[src/rtl/apb_arb_pkg.sv]
// Shared constants and helpers for the APB master arbiter.
// State encoding is plain localparams so older tools can consume it unchanged.
package apb_arb_pkg;

    localparam int unsigned NReqMax = 8;

    typedef logic [1:0] state_t;

    localparam state_t StIdle  = 2'd0;
    localparam state_t StIssue = 2'd1;
    localparam state_t StWait  = 2'd2;
    localparam state_t StResp  = 2'd3;

    // Index width for n requesters, never below one bit.
    function automatic int unsigned idx_w(input int unsigned n);
        return (n <= 2) ? 1 : $clog2(n);
    endfunction

endpackage

[src/rtl/apb_rr_pick.sv]
// Combinational rotate-priority picker: first valid requester at or after ptr_i wins.
module apb_rr_pick
    import apb_arb_pkg::*;
#(
    parameter int unsigned N  = 4,
    parameter int unsigned IW = 2
) (
    input  logic [N-1:0]  valid_i,
    input  logic [IW-1:0] ptr_i,
    output logic [N-1:0]  grant_o,
    output logic [IW-1:0] idx_o,
    output logic          any_o
);

    int unsigned k;

    always_comb begin
        grant_o = '0;
        idx_o   = '0;
        any_o   = 1'b0;
        k       = 0;
        for (int unsigned i = 0; i < N; i++) begin
            k = (32'(ptr_i) + i) % N;
            if (!any_o && valid_i[IW'(k)]) begin
                any_o              = 1'b1;
                grant_o[IW'(k)]    = 1'b1;
                idx_o              = IW'(k);
            end
        end
    end

endmodule

[src/rtl/apb_master_arbiter.sv]
// Round-robin arbiter sharing one apb_master command port between N_REQ requesters.
// Optional grant locking is enabled by defining APB_ARB_LOCK_EN.
module apb_master_arbiter
    import apb_arb_pkg::*;
#(
    parameter int unsigned N_REQ = 4,
    parameter int unsigned AW    = 32,
    parameter int unsigned DW    = 32
) (
    input  logic                i_clk,
    input  logic                i_reset_n,
    input  logic [N_REQ-1:0]    i_req_valid,
    output logic [N_REQ-1:0]    o_req_ready,
    input  logic [N_REQ-1:0]    i_req_write,
    input  logic [N_REQ*AW-1:0] i_req_addr,
    input  logic [N_REQ*DW-1:0] i_req_wdata,
    input  logic [N_REQ-1:0]    i_req_lock,
    output logic [N_REQ-1:0]    o_rsp_valid,
    output logic [DW-1:0]       o_rsp_rdata,
    output logic                o_rsp_slverr,
    output logic                o_start,
    output logic [AW-1:0]       o_addr,
    output logic [DW-1:0]       o_wdata,
    output logic                o_write,
    input  logic                i_done,
    input  logic [DW-1:0]       i_rdata,
    input  logic                i_slverr
);

    localparam int unsigned IW = idx_w(N_REQ);

    state_t          state_q, state_d;
    logic [IW-1:0]   ptr_q, ptr_d;
    logic [IW-1:0]   owner_q, owner_d;
    logic            write_q, write_d;
    logic [AW-1:0]   addr_q, addr_d;
    logic [DW-1:0]   wdata_q, wdata_d;
    logic [DW-1:0]   rdata_q, rdata_d;
    logic            slverr_q, slverr_d;
    logic            lock_q, lock_d;

    logic [N_REQ-1:0] pick_valid;
    logic [N_REQ-1:0] grant;
    logic [N_REQ-1:0] owner_oh;
    logic [IW-1:0]    grant_idx;
    logic             grant_any;

    logic [AW-1:0] addr_arr  [N_REQ];
    logic [DW-1:0] wdata_arr [N_REQ];

    for (genvar g = 0; g < N_REQ; g++) begin : g_unpack
        assign addr_arr[g]  = i_req_addr[g*AW +: AW];
        assign wdata_arr[g] = i_req_wdata[g*DW +: DW];
    end

    assign owner_oh = N_REQ'(1) << owner_q;

`ifdef APB_ARB_LOCK_EN
    // A held lock narrows arbitration to the owner while it keeps requesting.
    assign pick_valid = (lock_q && i_req_valid[owner_q]) ? (i_req_valid & owner_oh) : i_req_valid;
`else
    logic unused_lock;
    assign unused_lock = ^i_req_lock;
    assign pick_valid  = i_req_valid;
`endif

    apb_rr_pick #(
        .N  (N_REQ),
        .IW (IW)
    ) u_pick (
        .valid_i (pick_valid),
        .ptr_i   (ptr_q),
        .grant_o (grant),
        .idx_o   (grant_idx),
        .any_o   (grant_any)
    );

    always_comb begin
        state_d  = state_q;
        ptr_d    = ptr_q;
        owner_d  = owner_q;
        write_d  = write_q;
        addr_d   = addr_q;
        wdata_d  = wdata_q;
        rdata_d  = rdata_q;
        slverr_d = slverr_q;
        lock_d   = lock_q;
        case (state_q)
            StIdle: begin
`ifdef APB_ARB_LOCK_EN
                if (lock_q && !i_req_valid[owner_q]) begin
                    lock_d = 1'b0;
                end
`endif
                if (grant_any) begin
                    owner_d = grant_idx;
                    write_d = i_req_write[grant_idx];
                    addr_d  = addr_arr[grant_idx];
                    wdata_d = wdata_arr[grant_idx];
`ifdef APB_ARB_LOCK_EN
                    lock_d  = i_req_lock[grant_idx];
`else
                    lock_d  = 1'b0;
`endif
                    state_d = StIssue;
                end
            end
            StIssue: begin
                state_d = StWait;
            end
            StWait: begin
                if (i_done) begin
                    rdata_d  = i_rdata;
                    slverr_d = i_slverr;
                    state_d  = StResp;
                end
            end
            StResp: begin
                if (lock_q) begin
                    ptr_d = owner_q;
                end else if (owner_q == IW'(N_REQ - 1)) begin
                    ptr_d = '0;
                end else begin
                    ptr_d = owner_q + 1'b1;
                end
                state_d = StIdle;
            end
            default: begin
                state_d = StIdle;
            end
        endcase
    end

    always_ff @(posedge i_clk or negedge i_reset_n) begin
        if (!i_reset_n) begin
            state_q  <= StIdle;
            ptr_q    <= '0;
            owner_q  <= '0;
            write_q  <= 1'b0;
            addr_q   <= '0;
            wdata_q  <= '0;
            rdata_q  <= '0;
            slverr_q <= 1'b0;
            lock_q   <= 1'b0;
        end else begin
            state_q  <= state_d;
            ptr_q    <= ptr_d;
            owner_q  <= owner_d;
            write_q  <= write_d;
            addr_q   <= addr_d;
            wdata_q  <= wdata_d;
            rdata_q  <= rdata_d;
            slverr_q <= slverr_d;
            lock_q   <= lock_d;
        end
    end

    assign o_req_ready  = (state_q == StIdle) ? grant : '0;
    assign o_start      = (state_q == StIssue);
    assign o_addr       = addr_q;
    assign o_wdata      = wdata_q;
    assign o_write      = write_q;
    assign o_rsp_valid  = (state_q == StResp) ? owner_oh : '0;
    assign o_rsp_rdata  = rdata_q;
    assign o_rsp_slverr = slverr_q;

endmodule

[config.mk]
export PLATFORM = sky130hd
export DESIGN_NAME = apb_master_arbiter
export DESIGN_NICKNAME = d
export VERILOG_FILES = /design/src/rtl/apb_arb_pkg.sv /design/src/rtl/apb_rr_pick.sv /design/src/rtl/apb_master_arbiter.sv
export SDC_FILE = /design/constraint.sdc
export NUM_CORES = 1
export LEC_CHECK = 0
export ABC_AREA = 1
export CORE_ASPECT_RATIO = 0.6
export CORE_MARGIN = 2
export CORE_UTILIZATION = 35
export CTS_CLUSTER_DIAMETER = 30
export DETAILED_ROUTE_END_ITERATION = 10
export PLACE_DENSITY = 0.71
export SLEW_MARGIN = 15
export SYNTH_ARGS = -nofsm -noshare
export SYNTH_HDL_FRONTEND = slang
export SYNTH_SLANG_ARGS = --single-unit
[constraint.sdc]
create_clock -name i_clk -period 4.24 [get_ports i_clk]
set_input_delay 0.424 -clock i_clk [delete_from_list [all_inputs] [get_ports i_clk]]
set_output_delay 0.424 -clock i_clk [all_outputs]
set_load 0.05 [all_outputs]
==> run_results.csv <==
group,metric,value,unit
timing,tightest_slew,1060,ps
power_and_ir_drop,vdd.ir_drop.worst,0.001127,V
synth,synth_compound_area_frac,0.01184,
clock_network,cts_max_level,3,
power_and_ir_drop,post-layout-total-power,0.01130,W
clock_network,worst_setup_hold_path_clk_slew,70,ps
synth,yosys_warnings,0,
worst_setup_path,crit_slowest_cell,"sky130_fd_sc_hd__clkdlybuf4s50_1",
timing,maxSlewHeadroom,0.2931,
clock_network,clock_tree.buffer_depth,2,
drt,wirelength,28940,µm
timing,clock-skew-final,9.746,ps
worst_setup_path,critical_path.startpoint_type,"register",
floorplanning,core_area,21860,µm²
synth,synth_top_family_by_area,"simple AND/OR/NAND/NOR gates",
synth,synth-main-ff-cell,"sky130_fd_sc_hd__dfrtp_1",
clock_network,tritoncts,"built",
timing,layout_worst_path_cycle_share,0.9207,
worst_hold_path,min_path_type,"register to register",
timing,hold_viol_final,0,
synth,ys_seq_elements,104,
worst_setup_path,critical_path.max_stage_delay,800,ps
worst_setup_path,worstPathMaxFanout,15,
drt,drtIter0Drc,489,
placed_design,dp.final_hpwl,21700,µm
timing,finalWorstPathRequiredPeriod,3904,ps
synth,postSynth.asyncResetShare,1.000,
floorplanning,ioPinCount,411,
global_routing,pin_count_of_the_biggest_net_entering_global_routing,109,
placed_design,postPlaceCellArea,11920,µm²
power_and_ir_drop,cellLeakagePower,6.549,nW
timing,finalMaxSlewViolations,0,
run,max_cap_viol,0,
clock_network,clkSinkCount,104,
worst_setup_path,worstPathRequired,3820,ps
timing,setup_viol_count_final,0,
timing,worst_hold_slack,477.8,ps
global_routing,vias_in_the_first_global_route,8082,
worst_setup_path,setup_crit_end_kind,"primary output",
floorplanning,initial_utilization,0.3530,
timing,sum_of_negative_setup_slack,0,ps
drt,detailedRoute.firstPassIterationCount,5,
drt,drt.antenna.violating_nets,0,
clock_network,post_cts.repair.setup_buffers,0,
floorplanning,placement_rows,42,
layout,final_nets,1892,
global_routing,wire_length_of_the_first_global_routing_pass,44620,µm
layout,antenna_cells,0,
placed_design,place_congestion,0.8618,
floorplanning,die-area,23290,µm²
run_status,run_status,"complete, no violations",
timing,rsz_0062_raised_after_global_routing,"false",
layout,num-fill-cells,2117,
layout,drive_gt1_frac,0.05323,
global_routing,number_of_antenna_violations_at_the_first_check_in_global_routing,0,
clock_network,cts_buffers,9,
synth,synth_xor_xnor_area_share,0,
placed_design,buffer_ports.inserted,406,
layout,area_growth_syn_to_layout,58.85,%
synth,post_synth_num_cell_types,30,
synth,seq_area_frac_synth,0.3373,
worst_setup_path,crit_chain,"inv_2, ha_1, inv_1, nand3_1, nand2_2, inv_2, nor3_1, nand3_1, a31o_2, inv_1, clkdlybuf4s50_1",
synth,synth_edf_count,0,
synth,syn_area_per_cell,6.382,µm²
synth,post_synthesis_mux_area_share,0.04816,
drt,drc,0,
global_routing,grt_use_total,0.2443,
synth,netlist_instances,1209,
clock_network,clk-insertion-delay-late,350,ps
layout,multi_input_area,3745,µm²
layout,post-route-cell-area,12260,µm²
worst_setup_path,worstPathArrival,3480,ps
floorplanning,chipHeight,119.0,µm
drt,routed_wire_length_per_instance,15.52,µm
timing,max_clock_freq,256.2,MHz
layout,seq_area,2604,µm²
drt,drt-vias-per-instance,4.666,
floorplanning,die_width,195.7,µm
synth,synthAdderAreaFrac,0.02432,
synth,simple_logic_cell_fraction_of_the_synthesized_area,0.4004,
synth,syn_area,7716,µm²
worst_setup_path,critical_path_class,"register to primary output",
global_routing,gr-total-overflow,0,
drt,vias,8697,
clock_network,root_buffer,"sky130_fd_sc_hd__clkbuf_16",
power_and_ir_drop,power.density_cell_area,921.8,nW/µm²
synth,postSynthNetCount,1528,
-- final timing paths --
path	startpoint	endpoint	slack, ps	cells after the start
min in group asynchronous	i_reset_n	o_rsp_rdata[27]	520	2
max in group asynchronous	i_reset_n	ptr_q[0]	2770	3
hold / removal	o_addr[15]	o_addr[15]	480	2
hold reg to reg	o_addr[15]	o_addr[15]	480	2
setup reg to reg	ptr_q[0]	o_wdata[3]	810	11
setup / recovery	ptr_q[0]	o_req_ready[2]	340	11
-- cells in the mapped netlist (4+ instances only) --
cell type	number	area, µm²
sky130_fd_sc_hd__inv_2	5	18.77
sky130_fd_sc_hd__ha_1	15	187.7
sky130_fd_sc_hd__buf_1	9	33.78
sky130_fd_sc_hd__nor2_1	5	18.77
sky130_fd_sc_hd__clkbuf_1	18	67.56
sky130_fd_sc_hd__buf_6	7	78.83
sky130_fd_sc_hd__nand2_1	400	1501
sky130_fd_sc_hd__or2_1	10	62.56
sky130_fd_sc_hd__nand4_1	4	25.02
sky130_fd_sc_hd__mux2_2	33	371.6
sky130_fd_sc_hd__nand2_2	4	25.02
sky130_fd_sc_hd__buf_2	30	150.1
sky130_fd_sc_hd__nand3_1	268	1341
sky130_fd_sc_hd__inv_1	268	1006
sky130_fd_sc_hd__a22oi_1	4	30.03
sky130_fd_sc_hd__dfrtp_1	104	2603
-- report_power, final --
part           switching (W)  internal [W]  total, W  leakage (nW)
clock               0.000423      0.000477  0.000900         0.157
sequential          0.000306       0.00151   0.00182          1.27
combinational        0.00579       0.00279   0.00858          5.13
-- registers in the layout (all words and copies together), names as in the netlist --
register      flops
o_write           1
state_q           2
o_wdata          32
ptr_q             2
owner_q           2
o_rsp_rdata      32
o_rsp_slverr      1
o_addr           32
-- through the flow --
stage | setup WS (ps) | util | cells
final | 336.3 | 0.5607 | 1864
after global routing | 138.7 | 0.5607 | 1864
after CTS | 83.53 | 0.5606 | 1864
after detailed placement | 521.9 | 0.5454 | 1847
after global placement | 574.1 | 0.5454 | 1847
after floorplan | 1668 | - | 1209
-- per-layer routing --
layer,wire [µm],global-route usage,up-vias
li1,-,-,4374
met1,12520,0.3124,3970
met2,13760,0.4138,320
met3,2068,0.05806,33
met4,588,0.06818,0
met5,0,0,-
-- cells in the final DEF, fill, tap and decap left out, types with 2 or more instances in the layout --
cell type,n
sky130_fd_sc_hd__a21oi_1,3
sky130_fd_sc_hd__a22oi_1,4
sky130_fd_sc_hd__buf_12,3
sky130_fd_sc_hd__buf_4,10
sky130_fd_sc_hd__clkbuf_16,9
sky130_fd_sc_hd__clkdlybuf4s50_1,405
sky130_fd_sc_hd__clkinv_8,2
sky130_fd_sc_hd__dfrtp_1,103
sky130_fd_sc_hd__ha_1,15
sky130_fd_sc_hd__inv_1,268
sky130_fd_sc_hd__inv_2,5
sky130_fd_sc_hd__inv_6,3
sky130_fd_sc_hd__mux2_2,33
sky130_fd_sc_hd__nand2_1,400
sky130_fd_sc_hd__nand2_2,3
sky130_fd_sc_hd__nand2_4,4
sky130_fd_sc_hd__nand3_1,268
sky130_fd_sc_hd__nand3_2,3
sky130_fd_sc_hd__nand4_1,4
sky130_fd_sc_hd__nor2_1,5
sky130_fd_sc_hd__nor2_4,3
sky130_fd_sc_hd__o21ai_0,3
sky130_fd_sc_hd__or2_1,10
-- cell type report --
type | count | share of cell area
clock buffer | 9 | 0.01837
multi-input combinational | 765 | 0.3055
tap | 286 | 0.02920
inverter | 274 | 0.08391
timing repair buffer | 419 | 0.3426
sequential | 104 | 0.2124
clock inverter | 7 | 0.007962
-- worst max-delay path: cells and delay by family, from the launching register on --
kind | cells | cell delay (ps)
flops | 1 | 580
simple gates | 4 | 690
compound gates | 1 | 220
buf+inv | 5 | 1250
fa+ha+maj | 1 | 390
-- cell families after synthesis --
logic type / Yosys count
buffers and inverters: 340
muxes: 33
adders and majority gates: 15
and+or+nand+nor: 703
DFF: 104
AOI/OAI and AO/OA: 14
-- repair_timing --
action,in CTS,in global routing
hold buffers,1,0
endpoints found under the setup margin,0,4
gates resized for setup,0,1
hold endpoints to repair,24,0
Note: power is estimated with default switching activity, not from simulation.
